<file path="config.mk">
export PLATFORM = sky130hd
export DESIGN_NAME = usr_seq_ctrl_flat
export DESIGN_NICKNAME = d
export VERILOG_FILES = /design/src/rtl/usr_seq_ctrl_pkg.sv /design/src/rtl/usr_seq_ctrl_if.sv /design/src/rtl/usr_seq_ctrl.sv /design/src/flat_wrapper.sv
export SDC_FILE = /design/constraint.sdc
export NUM_CORES = 1
export LEC_CHECK = 0
export BUFFER_PORTS_ARGS = -buffer_cell sky130_fd_sc_hd__buf_2
export CORE_ASPECT_RATIO = 0.7
export CORE_UTILIZATION = 50
export DETAILED_ROUTE_END_ITERATION = 8
export HOLD_SLACK_MARGIN = 0.12
export PLACE_DENSITY = 0.78
export SETUP_SLACK_MARGIN = 0.5
export SLEW_MARGIN = 15
export SYNTH_ARGS = -nofsm -noshare
export SYNTH_HDL_FRONTEND = slang
export SYNTH_SLANG_ARGS = --single-unit
export TNS_END_PERCENT = 20
</file>
<file path="constraint.sdc">
create_clock -name clk -period 2.2 [get_ports clk]
set_input_delay 0.11 -clock clk [delete_from_list [all_inputs] [get_ports clk]]
set_output_delay 0.11 -clock clk [all_outputs]
set_load 0.02 [all_outputs]
</file>
<file path="src/rtl/usr_seq_ctrl_pkg.sv">
// Shared constants for the USR command sequencer.
//   - op codes carried on cmd_op (6 and 7 are rejected)
//   - USR mode select encodings {s1,s0}
//   - sequencer state encoding
package usr_ctrl_pkg;

    localparam int OP_W = 3;

    localparam logic [OP_W-1:0] OP_LOAD  = 3'd0;
    localparam logic [OP_W-1:0] OP_SHL   = 3'd1;
    localparam logic [OP_W-1:0] OP_SHR   = 3'd2;
    localparam logic [OP_W-1:0] OP_ROL   = 3'd3;
    localparam logic [OP_W-1:0] OP_ROR   = 3'd4;
    localparam logic [OP_W-1:0] OP_CLEAR = 3'd5;

    localparam logic [1:0] MODE_HOLD = 2'b00;
    localparam logic [1:0] MODE_SHR  = 2'b01;
    localparam logic [1:0] MODE_SHL  = 2'b10;
    localparam logic [1:0] MODE_LOAD = 2'b11;

    typedef enum logic [1:0] {
        ST_IDLE   = 2'd0,
        ST_LOAD   = 2'd1,
        ST_SHIFT  = 2'd2,
        ST_FINISH = 2'd3
    } state_e;

endpackage

</file>
<file path="src/rtl/usr_seq_ctrl_if.sv">
// Requester-side command/response bundle of the USR sequencer.
//   master : the host issuing commands (drives cmd_*, observes status/result)
//   slave  : the sequencer (accepts cmd_*, drives ready/busy/done/err/result)
interface usr_seq_ctrl_if
    import usr_ctrl_pkg::*;
#(
    parameter int SIZE = 4,
    parameter int CW   = $clog2(SIZE + 1) + 1
);
    logic            cmd_valid;
    logic            cmd_ready;
    logic [OP_W-1:0] cmd_op;
    logic [CW-1:0]   cmd_cnt;
    logic [SIZE-1:0] cmd_data;
    logic            cmd_fill;
    logic            busy;
    logic            done;
    logic            err;
    logic [SIZE-1:0] result;

    modport master (
        output cmd_valid, cmd_op, cmd_cnt, cmd_data, cmd_fill,
        input  cmd_ready, busy, done, err, result
    );

    modport slave (
        input  cmd_valid, cmd_op, cmd_cnt, cmd_data, cmd_fill,
        output cmd_ready, busy, done, err, result
    );
endinterface

</file>
<file path="src/rtl/usr_seq_ctrl.sv">
// Command sequencer for an external universal shift register.
// Accepts one command at a time, steps the USR mode selects for the
// required number of cycles, then returns the captured USR word with a
// one-cycle done pulse (or a one-cycle err pulse for a rejected command).
// Ports:
//   clk, clr        clock (rising) and asynchronous active-low reset
//   cmd_if          command handshake, status and result (slave side)
//   usr_par_out     feedback from the USR parallel output
//   usr_s1/usr_s0   USR mode select
//   usr_lsb_in      serial input for left shifts
//   usr_msb_in      serial input for right shifts
//   usr_par_in      parallel load word
module usr_seq_ctrl
    import usr_ctrl_pkg::*;
#(
    parameter int SIZE = 4,
    parameter int CW   = $clog2(SIZE + 1) + 1
) (
    input  logic            clk,
    input  logic            clr,
    usr_seq_ctrl_if.slave   cmd_if,
    input  logic [SIZE-1:0] usr_par_out,
    output logic            usr_s1,
    output logic            usr_s0,
    output logic            usr_lsb_in,
    output logic            usr_msb_in,
    output logic [SIZE-1:0] usr_par_in
);

    state_e          state_q, state_d;
    logic [OP_W-1:0] op_q, op_d;
    logic [CW-1:0]   cnt_q, cnt_d;
    logic [SIZE-1:0] data_q, data_d;
    logic            fill_q, fill_d;
    logic [SIZE-1:0] result_q, result_d;
    logic            done_q, done_d;
    logic            err_q, err_d;
    logic [1:0]      mode;

    always_ff @(posedge clk or negedge clr) begin
        if (!clr) begin
            state_q  <= ST_IDLE;
            op_q     <= '0;
            cnt_q    <= '0;
            data_q   <= '0;
            fill_q   <= 1'b0;
            result_q <= '0;
            done_q   <= 1'b0;
            err_q    <= 1'b0;
        end else begin
            state_q  <= state_d;
            op_q     <= op_d;
            cnt_q    <= cnt_d;
            data_q   <= data_d;
            fill_q   <= fill_d;
            result_q <= result_d;
            done_q   <= done_d;
            err_q    <= err_d;
        end
    end

    always_comb begin
        state_d    = state_q;
        op_d       = op_q;
        cnt_d      = cnt_q;
        data_d     = data_q;
        fill_d     = fill_q;
        result_d   = result_q;
        done_d     = 1'b0;
        err_d      = 1'b0;
        mode       = MODE_HOLD;
        usr_lsb_in = 1'b0;
        usr_msb_in = 1'b0;

        unique case (state_q)
            ST_IDLE: begin
                if (cmd_if.cmd_valid) begin
                    // Rejected commands leave every latch untouched so the
                    // USR sees no activity at all.
                    if (cmd_if.cmd_op > OP_CLEAR || cmd_if.cmd_cnt > CW'(SIZE)) begin
                        err_d = 1'b1;
                    end else begin
                        op_d   = cmd_if.cmd_op;
                        cnt_d  = cmd_if.cmd_cnt;
                        fill_d = cmd_if.cmd_fill;
                        data_d = (cmd_if.cmd_op == OP_CLEAR) ? '0 : cmd_if.cmd_data;
                        if (cmd_if.cmd_op == OP_LOAD || cmd_if.cmd_op == OP_CLEAR)
                            state_d = ST_LOAD;
                        else if (cmd_if.cmd_cnt == '0)
                            state_d = ST_FINISH;
                        else
                            state_d = ST_SHIFT;
                    end
                end
            end
            ST_LOAD: begin
                mode    = MODE_LOAD;
                state_d = ST_FINISH;
            end
            ST_SHIFT: begin
                cnt_d = cnt_q - CW'(1);
                // Leaving on count==1 yields exactly cnt shift cycles.
                if (cnt_q == CW'(1))
                    state_d = ST_FINISH;
                // Rotates feed the outgoing bit straight back from the USR.
                case (op_q)
                    OP_SHL: begin mode = MODE_SHL; usr_lsb_in = fill_q;                end
                    OP_ROL: begin mode = MODE_SHL; usr_lsb_in = usr_par_out[SIZE-1];   end
                    OP_SHR: begin mode = MODE_SHR; usr_msb_in = fill_q;                end
                    OP_ROR: begin mode = MODE_SHR; usr_msb_in = usr_par_out[0];        end
                    default: ;
                endcase
            end
            ST_FINISH: begin
                result_d = usr_par_out;
                done_d   = 1'b1;
                state_d  = ST_IDLE;
            end
            default: state_d = ST_IDLE;
        endcase
    end

    assign usr_s1     = mode[1];
    assign usr_s0     = mode[0];
    assign usr_par_in = data_q;

    assign cmd_if.cmd_ready = (state_q == ST_IDLE);
    assign cmd_if.busy      = (state_q != ST_IDLE);
    assign cmd_if.done      = done_q;
    assign cmd_if.err       = err_q;
    assign cmd_if.result    = result_q;

endmodule
</file>
<file path="src/flat_wrapper.sv">
// flat-port wrapper written by rule: the top's interface ports become plain ports
module usr_seq_ctrl_flat import usr_ctrl_pkg::*;
#(
    parameter int SIZE = 4,
    parameter int CW   = $clog2(SIZE + 1) + 1
)
  (clk, clr, usr_par_out, usr_s1, usr_s0, usr_lsb_in, usr_msb_in, usr_par_in, cmd_if_cmd_valid, cmd_if_cmd_op, cmd_if_cmd_cnt, cmd_if_cmd_data, cmd_if_cmd_fill, cmd_if_cmd_ready, cmd_if_busy, cmd_if_done, cmd_if_err, cmd_if_result);
  usr_seq_ctrl_if #(.SIZE(SIZE), .CW(CW)) cmd_if_i ();
  input  logic clk;
  input  logic clr;
  input  logic [SIZE-1:0] usr_par_out;
  output logic usr_s1;
  output logic usr_s0;
  output logic usr_lsb_in;
  output logic usr_msb_in;
  output logic [SIZE-1:0] usr_par_in;
  input wire logic [$bits(cmd_if_i.cmd_valid)-1:0] cmd_if_cmd_valid;
  input wire logic [$bits(cmd_if_i.cmd_op)-1:0] cmd_if_cmd_op;
  input wire logic [$bits(cmd_if_i.cmd_cnt)-1:0] cmd_if_cmd_cnt;
  input wire logic [$bits(cmd_if_i.cmd_data)-1:0] cmd_if_cmd_data;
  input wire logic [$bits(cmd_if_i.cmd_fill)-1:0] cmd_if_cmd_fill;
  output wire logic [$bits(cmd_if_i.cmd_ready)-1:0] cmd_if_cmd_ready;
  output wire logic [$bits(cmd_if_i.busy)-1:0] cmd_if_busy;
  output wire logic [$bits(cmd_if_i.done)-1:0] cmd_if_done;
  output wire logic [$bits(cmd_if_i.err)-1:0] cmd_if_err;
  output wire logic [$bits(cmd_if_i.result)-1:0] cmd_if_result;
  assign cmd_if_i.cmd_valid = cmd_if_cmd_valid;
  assign cmd_if_i.cmd_op = cmd_if_cmd_op;
  assign cmd_if_i.cmd_cnt = cmd_if_cmd_cnt;
  assign cmd_if_i.cmd_data = cmd_if_cmd_data;
  assign cmd_if_i.cmd_fill = cmd_if_cmd_fill;
  assign cmd_if_cmd_ready = cmd_if_i.cmd_ready;
  assign cmd_if_busy = cmd_if_i.busy;
  assign cmd_if_done = cmd_if_i.done;
  assign cmd_if_err = cmd_if_i.err;
  assign cmd_if_result = cmd_if_i.result;
  usr_seq_ctrl #(.SIZE(SIZE), .CW(CW)) u_core (.clk(clk), .clr(clr), .cmd_if(cmd_if_i), .usr_par_out(usr_par_out), .usr_s1(usr_s1), .usr_s0(usr_s0), .usr_lsb_in(usr_lsb_in), .usr_msb_in(usr_msb_in), .usr_par_in(usr_par_in));
endmodule
</file>
Yosys cells after proc, flatten, opt, wreduce, memory -nomap -nowiden --
Index checks and enable logic that the tools add are counted. Widths: inputs -> output; s select.
Storage, ports and cells: flip-flop bits (word level) 20, bits in latches 0, RAM bits 0, memory bits (read-only) 0, output and inout bits 16, logic and storage cells 56, memories kept 0
Cells by class: add/subtract/negate cells 1, multipliers 0, div/mod/pow operators 0, magnitude comparators 2, equal/unequal tests 12, shift-type cells 0, muxes and demuxes 20, bitwise logic cells 1, reduce and logical (&&, ||, !) cells 12
Operators with widths (count):
- $mux 4 | 3
- $reduce_and 3->1 | 3
- $mux 2 | 4
- $pmux 2 s2 | 2
- $pmux 2 s4 | 1
- $pmux 4 s2 | 1
- $mux 1 | 7
- $eq 3x2->1 const B | 2
- $eq 3x3->1 const B | 2
- $eq 2x2->1 const B | 2
- $eq 4x1->1 const B | 1
- $gt 4x3->1 const B | 1
- $logic_not 4->1 | 1
- $ne 2x2->1 const B | 2
- $pmux 1 s2 | 2
- $reduce_bool 2->1 | 2
- $reduce_or 2->1 | 2
- $sub 4x1->4 const B | 1
- $eq 3x1->1 const B | 1
- $gt 3x3->1 const B | 1
- $logic_not 3->1 | 1
- $eq 2x1->1 const B | 1
- $logic_not 2->1 | 1
- $logic_or 1x1->1 | 2
- other kinds (2) | 2

Depth between registers and ports, before layout --
Gate-level depths: netlist (run 1).
word-level depth 6, depth in mapped cells 7, mapped depth without buffers 6

Worst setup path after synthesis (run 1) --
No wires, ideal clock.
path kind reg2reg, start point reg u_core.state_q[0], end point reg u_core.state_q[1], data arrival time 1.812 ns, data required time 2.075 ns, setup slack 0.263 ns, stages on the path, launching flop included 8, buffers on the path 1, clock period less this slack 1.937 ns, cell sequence dfrtp_1 -> inv_1 -> ha_1 -> buf_2 -> inv_1 -> a31oi_4 -> a21o_1 -> mux2_4
Between the ends: cells in the longest elaborated chain, start to end 3, elaborated cells between the ends (all ways) 9, those cells by class eq/ne (6); mux (1); reduce/logical (2)
Ends and longest elaborated chain:
- start, declared | RTL line usr_seq_ctrl.sv:30 | state_e state_q, state_d;
- start signal, assigned | RTL line usr_seq_ctrl.sv:51 | state_q <= state_d;
- $logic_not 2->1 *
- via cmd_if_cmd_ready | RTL line flat_wrapper.sv:22 | output wire logic [$bits(cmd_if_i.cmd_ready)-1:0] cmd_if_cmd_ready;
- $ne 2x2->1 (no source line)
- $reduce_and 3->1 (no source line)
Mark *: on every way through the listed nets, which the timed path passes. The rest lies on a longest branch. A chain may end at the register's enable or synchronous reset.

Worst setup path in the final report (run 1) --
start point reg u_core.state_q[1], end point reg u_core.state_q[1]
Between the ends: cells in the longest elaborated chain, start to end 3, elaborated cells between the ends (all ways) 9, those cells by class eq/ne (6); mux (1); reduce/logical (2)
Ends and longest elaborated chain:
- $eq 2x2->1 / $logic_not 2->1 (equally long branches) | RTL line usr_seq_ctrl.sv:75 | unique case (state_q)
- $ne 2x1->1 (no source line) / $ne 2x2->1 (equally long branches)
- $reduce_and 3->1 (no source line)
Several ways; a longest one is shown, not always the timed one.

==> run summary, run 1 <==
outcome: finished clean
Mapped Nets: 134
Layout Nets: 188
Cell Area, Synth: 1150 µm²
row count: 14
hpwl dp: 2.02 mm
share of post-route cells with drive strength above 1: 37.7%
Initial Util: 53.3%
final instance area: 1570 µm²
RSZ-0062 raised after global routing: true
via/cell ratio: 5.60
Top delay family on crit path: flip-flops
CTS buffer count: 3
area grow syn2layout: 36.3%
largest net degree at the start of global routing: 21
largest cells by area after synthesis: dfrtp_1 44%, mux2_2 6.9%, ha_1 6.5%, nand2_1 4.9%, mux2i_1 3.5%
gpl congestion: 0.901
IO Count: 35
global route overflow: 0
skew final: 0.00949 ns
Slew Viols, Final: 0
Distinct cells, synth: 36
crit path max fanout: 10
Req. time, crit path: 2.40 ns
share of the synthesized area in the top cell type: 43.6%
CTS tree: done
DR pass1 iterations: 4
Avg Cell Area, Syn: 10.5 µm²
vias in the first global route: 1,033
clk slew on worst S/H paths: 0.11 ns
most frequent cells after synthesis: 20 x dfrtp_1, 15 x nand2_1, 10 x nor2_1
Yosys reg bits: 20
crit share post-route: 79.9%
CP cell instances: inv_1 > ha_4 > inv_2 > a31oi_4 > a21o_1 > mux2_4
hold path start: cmd_if_cmd_op[2]
Top FF cell, synth: dfrtp_1
Post-synth ARST share: 100%
wire length per cell: 16.0 µm
DRT iter0 DRCs: 49
final non-filler cell total: 194
Hold Crit Class: in2reg
Core Footprint: 2150 µm²
final setup fails: 0
worst setup path startpoint: u_core.state_q[1]
Clk pwr share: 10.2%
CP Class: reg2reg
switching share of power: 44.2%
GRT Total Usage: 27.0%
Internal: 1.20 mW
Detail Route Antenna Nets: 0
Startpoint Class: register
Worst VDD drop: 0.648 mV
Total Wirelength: 3.10 mm
slew margin rel.: 70.1%
area leader, netlist: dfrtp_1
Sw Pwr: 950 µW
DR vias: 1,087
Post-synth EDFFs: 0
die width: 59.3 µm
worst stage delay on the critical path: 0.47 ns
RR Startpoint: u_core.state_q[1]
Final TNS setup: 0 ns
Buf/Inv on CP: 2
initial antenna violation count: 0
Ys Warns: 0
Filler cells: 163
placed cell areas: 1350 µm²
Sequential Power Share: 33.0%
CP arrival: 1.96 ns
Pwr per Cell Area: 1370 nW/µm²
combinational fraction of design power: 56.8%
Final Hold Vio Count: 0
crit end category: register
drc violations: 0
H-tree levels: 1
slowest cell on the critical path: dfrtp_1
first-pass GRT wire length: 4.79 mm
Worst-Margin Slew: 0.449 ns
Die H: 42.1 µm
clk root buf: clkbuf_4
CTS Buffer Depth: 2
Max Cap Viol: 0
# diodes: 0
Peak Freq: 0.569 GHz
fin crit period: 1.76 ns
top-count cell post-synth: dfrtp_1
Mapped Cells: 109
Leak: 0.764 nW
cell total after placement: 172
register area share after synthesis: 43.6%
clock latency on the worst-skew pair: 0.31 ns
Port Buffers: 34
Die ar.: 2500 µm²
clock sink count: 20
[placed cells by master (no fill, tap or decap), types with 2 or more instances in the layout]
cell type	netlist	layout
dlygate4sd3_1	0	12
inv_2	0	2
buf_4	0	6
nand2_1	15	15
clkbuf_4	0	3
nor3_1	3	3
inv_1	7	5
o21a_1	2	2
a31oi_1	2	2
nor2_1	10	10
ha_1	6	4
dfrtp_1	20	20
a21oi_1	2	2
mux2_2	7	7
ha_4	0	2
mux2_4	2	2
mux2i_1	4	4
o31ai_1	2	2
buf_2	1	34
o21ai_0	5	5
[power groups by stage]
stage                     Clock [mW]  Sequential, mW  Combinational, mW
final                          0.220           0.710               1.22
after global routing           0.236           0.728               1.32
after CTS                      0.220           0.698               1.17
after detailed placement           0           0.706               1.11
after global placement             0           0.689               1.07
after floorplan                    0           0.767              0.730
[worst reg2reg max path, cell delays in order, from the launching register on]
cell and delay (ns):
dfrtp_1 0.47, inv_1 0.15, ha_4 0.23, inv_2 0.07, a31oi_4 0.22, a21o_1 0.20, mux2_4 0.31
[path summary, 6_finish.rpt]
path / endpoint / slack, ns / cells past startpoint
worst min-delay path: u_core.op_q[2] / 0.13 / 2
worst max register to register: u_core.state_q[1] / 0.44 / 6
max in group asynchronous: u_core.op_q[2] / 1.61 / 2
worst min register to register: u_core.usr_par_in[1] / 0.49 / 2
worst max-delay path: u_core.state_q[1] / 0.44 / 6
min in group asynchronous: u_core.cmd_if.result[3] / 0.27 / 2
[area by class of cell]
class,count,area [µm²],area share (%)
multi-input cells,79,627,40.0
flip-flops and latches,20,500,32.0
repair buffers,52,335,21.4
well taps,32,40.0,2.56
clock buffers,4,36.3,2.32
inverters,7,26.3,1.68
[logic make-up after synthesis]
kind of cell / count (synthesis) / synth area share, %
AOI/OAI and AO/OA: 24 / 17.3
xor gates and xnor gates: 2 / 1.53
adders and majority gates: 6 / 6.54
buffers and inverters: 10 / 4.03
DFF: 20 / 43.6
muxes: 13 / 13.0
and+or+nand+nor: 34 / 14.1
[routing by layer]
metal	vias up	track usage [%]	routed length, µm
li1	496	-	-
met1	510	35.1	1210
met2	69	42.7	1470
met3	12	4.94	324
met4	0	13.8	89
met5	-	0	0
[state kept, by name, summed over array words and instances, names as in the netlist]
signal                flops
u_core.cnt_q              4
u_core.cmd_if.err         1
u_core.cmd_if.done        1
u_core.fill_q             1
u_core.cmd_if.result      4
u_core.usr_par_in         4
u_core.state_q            2
u_core.op_q               3
[metrics by stage]
stage	setup slack, ns	power, mW	utilization (%)	hold slack, ns
after detailed placement	0.549	1.82	62.7	0.0833
final	0.443	2.15	72.6	0.128
after global placement	0.629	1.76	62.7	0.0812
after CTS	0.496	2.09	70.8	0.130
after global routing	0.398	2.29	72.6	0.133
after floorplan	0.506	1.50	-	-0.186
[timing repair]
item | CTS | global route
pin swaps | 0 | 0
gates resized for setup | 2 | 0
setup endpoints to repair | 4 | 3
hold endpoints to repair | 30 | 1
hold buffers | 11 | 1
buffers inserted | 2 | 4
(Power assumes the default switching activity.)
==> run 2: changes to the inputs <==
--- a/config.mk
+++ b/config.mk
@@ -7,10 +7,10 @@
 export LEC_CHECK = 0
 export BUFFER_PORTS_ARGS = -buffer_cell sky130_fd_sc_hd__buf_2
 export CORE_ASPECT_RATIO = 0.7
-export CORE_UTILIZATION = 50
+export CORE_UTILIZATION = 45
 export DETAILED_ROUTE_END_ITERATION = 8
 export HOLD_SLACK_MARGIN = 0.12
-export PLACE_DENSITY = 0.78
+export PLACE_DENSITY = 0.74
 export SETUP_SLACK_MARGIN = 0.5
 export SLEW_MARGIN = 15
 export SYNTH_ARGS = -nofsm -noshare
==> constraint.sdc (replaced) <==
create_clock -name clk -period 1.5 [get_ports clk]
set_input_delay 0.075 -clock clk [delete_from_list [all_inputs] [get_ports clk]]
set_output_delay 0.075 -clock clk [all_outputs]
set_load 0.02 [all_outputs]
==> run 2 against run 1 <==
  * The run now ends with setup timing left
  * Design area grew 11%
  * Cell count up 5.2%
  * Clock power is 40% higher
  * Worst setup slack worse by 0.50 ns
  * Critical endpoint unchanged
  * Highest routed layer unchanged
==> run summary, run 2 (synthesized netlist as in run 1, its figures left out) <==
RSZ-0062 raised after global routing: true
Core Footprint: 2280 µm²
initial antenna violation count: 0
CTS tree: done
via/cell ratio: 5.12
Filler cells: 148
M3 GR Usage: 5.15%
global route overflow: 0
Slew Viols, Final: 0
GRT Total Usage: 23.1%
CTS Buffer Depth: 2
largest net degree at the start of global routing: 21
R2R depth: 7
Internal: 2.06 mW
Req. time, crit path: 1.70 ns
hpwl dp: 1.95 mm
clock sink count: 20
final non-filler cell total: 204
vias in the first global route: 1,059
CP cell instances: inv_2 > buf_12 > ha_4 > inv_8 > a31oi_4 > a21o_1 > mux2_4
DRT iter0 DRCs: 29
Layout Nets: 198
Sw Pwr: 1.47 mW
grt met2 use: 38.5%
commonest non-fill, non-tap cell in the layout: buf_2
clock latency on the worst-skew pair: 0.30 ns
switching share of power: 41.6%
wire length per cell: 13.9 µm
Total Wirelength: 2.84 mm
slowest cell on the critical path: dfrtp_1
final core utilization: 76.5%
crit end category: register
Pwr per Cell Area: 2020 nW/µm²
outcome: finished, violations left
IO Count: 35
Hold Crit Class: in2reg
first-pass GRT wire length: 4.84 mm
CP arrival: 1.75 ns
row count: 14
Max Cap Viol: 0
Leak: 0.831 nW
die width: 62.4 µm
final worst slack: -0.0526 ns
skew final: 0.00964 ns
cell total after placement: 177
share of post-route cells with drive strength above 1: 47.7%
GR Layer Usage met1: 31.6%
H-tree levels: 1
DR vias: 1,044
Initial Util: 50.4%
reg-to-reg setup timing slack: -0.05 ns
final setup fails: 3
Port Buffers: 34
Worst-Margin Slew: 0.458 ns
gpl congestion: 0.914
hold depth: 3
# diodes: 0
Startpoint Class: register
crit path max fanout: 6
clk root buf: clkbuf_4
GR peak layer: met2
area grow syn2layout: 51.7%
worst stage delay on the critical path: 0.41 ns
slew margin rel.: 69.5%
tightest hold margin: 0.124 ns
CP Class: reg2reg
crit share post-route: 104%
Die ar.: 2760 µm²
Final TNS setup: -0.0938 ns
Worst VDD drop: 1.04 mV
combinational fraction of design power: 61.9%
Clk pwr share: 8.7%
drc violations: 0
Detail Route Antenna Nets: 0
failing checks: setup timing
fin crit period: 1.55 ns
Die H: 44.3 µm
clk slew on worst S/H paths: 0.11 ns
DR pass1 iterations: 4
CTS buffer count: 3
Final Hold Vio Count: 0
most frequent cells in the layout: 29 x buf_2, 20 x dfrtp_1, 15 x buf_4
Sequential Power Share: 29.4%
Peak Freq: 0.644 GHz
run 2: cell count changes in the layout (fill, tap and decap cells not counted), moves of 2 or more:
cell | previous run | this run
buf_4 | 6 | 15
buf_2 | 34 | 29
buf_6 | 0 | 3
nand2_1 | 15 | 12
nand2_2 | 0 | 3
nor3_1 | 3 | 0
nor3_2 | 0 | 3
dlygate4sd3_1 | 12 | 14
inv_1 | 5 | 3
o21ai_0 | 5 | 3
o21ai_2 | 0 | 2
run 2: through the flow:
step                      area [µm²]  total power, mW  setup slack [ns]
after floorplan                 1180             2.25            -0.112
after global placement          1400             2.69            0.0119
after detailed placement        1400             2.76           -0.0129
after CTS                       1700             3.42           -0.0632
after global routing            1740             3.77            -0.118
final                           1740             3.52           -0.0526
run 2: power groups by stage:
stage          logic (mW)  registers [mW]  clock network, mW
5_1_grt              2.36            1.06              0.339
3_3_place_gp         1.68            1.01                  0
4_1_cts              2.08            1.02              0.322
6_report             2.18            1.04              0.307
2_1_floorplan        1.12            1.13                  0
3_5_place_dp         1.74            1.03                  0
run 2: final timing paths:
kind,from,end
max in group asynchronous,clr,u_core.usr_par_in[3]
min in group asynchronous,clr,u_core.state_q[1]
hold reg to reg,u_core.usr_par_in[1],u_core.usr_par_in[1]
setup / recovery,u_core.state_q[0],u_core.state_q[1]
hold / removal,cmd_if_cmd_valid,u_core.cmd_if.err
setup reg to reg,u_core.state_q[0],u_core.state_q[1]
run 2: cell type report:
class,count,area [µm²],area share [%]
inverters,7,36.3,2.08
flip-flops and latches,20,500,28.7
multi-input cells,79,678,38.9
clock buffers,4,36.3,2.08
well taps,32,40.0,2.30
repair buffers,62,452,25.9
run 2: critical path: cells and delay by family (launching register included):
| kind | cells | cell delay [ns] |
|---|---|---|
| AOI/OAI and AO/OA | 2 | 0.29 |
| adders and majority gates | 1 | 0.19 |
| buffers and inverters | 3 | 0.26 |
| DFF | 1 | 0.41 |
| muxes | 1 | 0.30 |
run 2: routing by layer:
layer,vias to the layer above,part of all wire [%]
met5,-,0
met4,0,0.46
met3,2,5.4
met2,30,48
met1,494,47
li1,518,-
run 2: what timing repair did:
| item | 4_1_cts | 5_1_grt |
|---|---|---|
| endpoints found under the setup margin | 25 | 25 |
| hold buffers | 14 | 0 |
| resized for setup | 17 | 9 |
| pin swaps | 3 | 5 |
| endpoints found under the hold margin | 33 | 0 |
| buffers inserted | 7 | 2 |
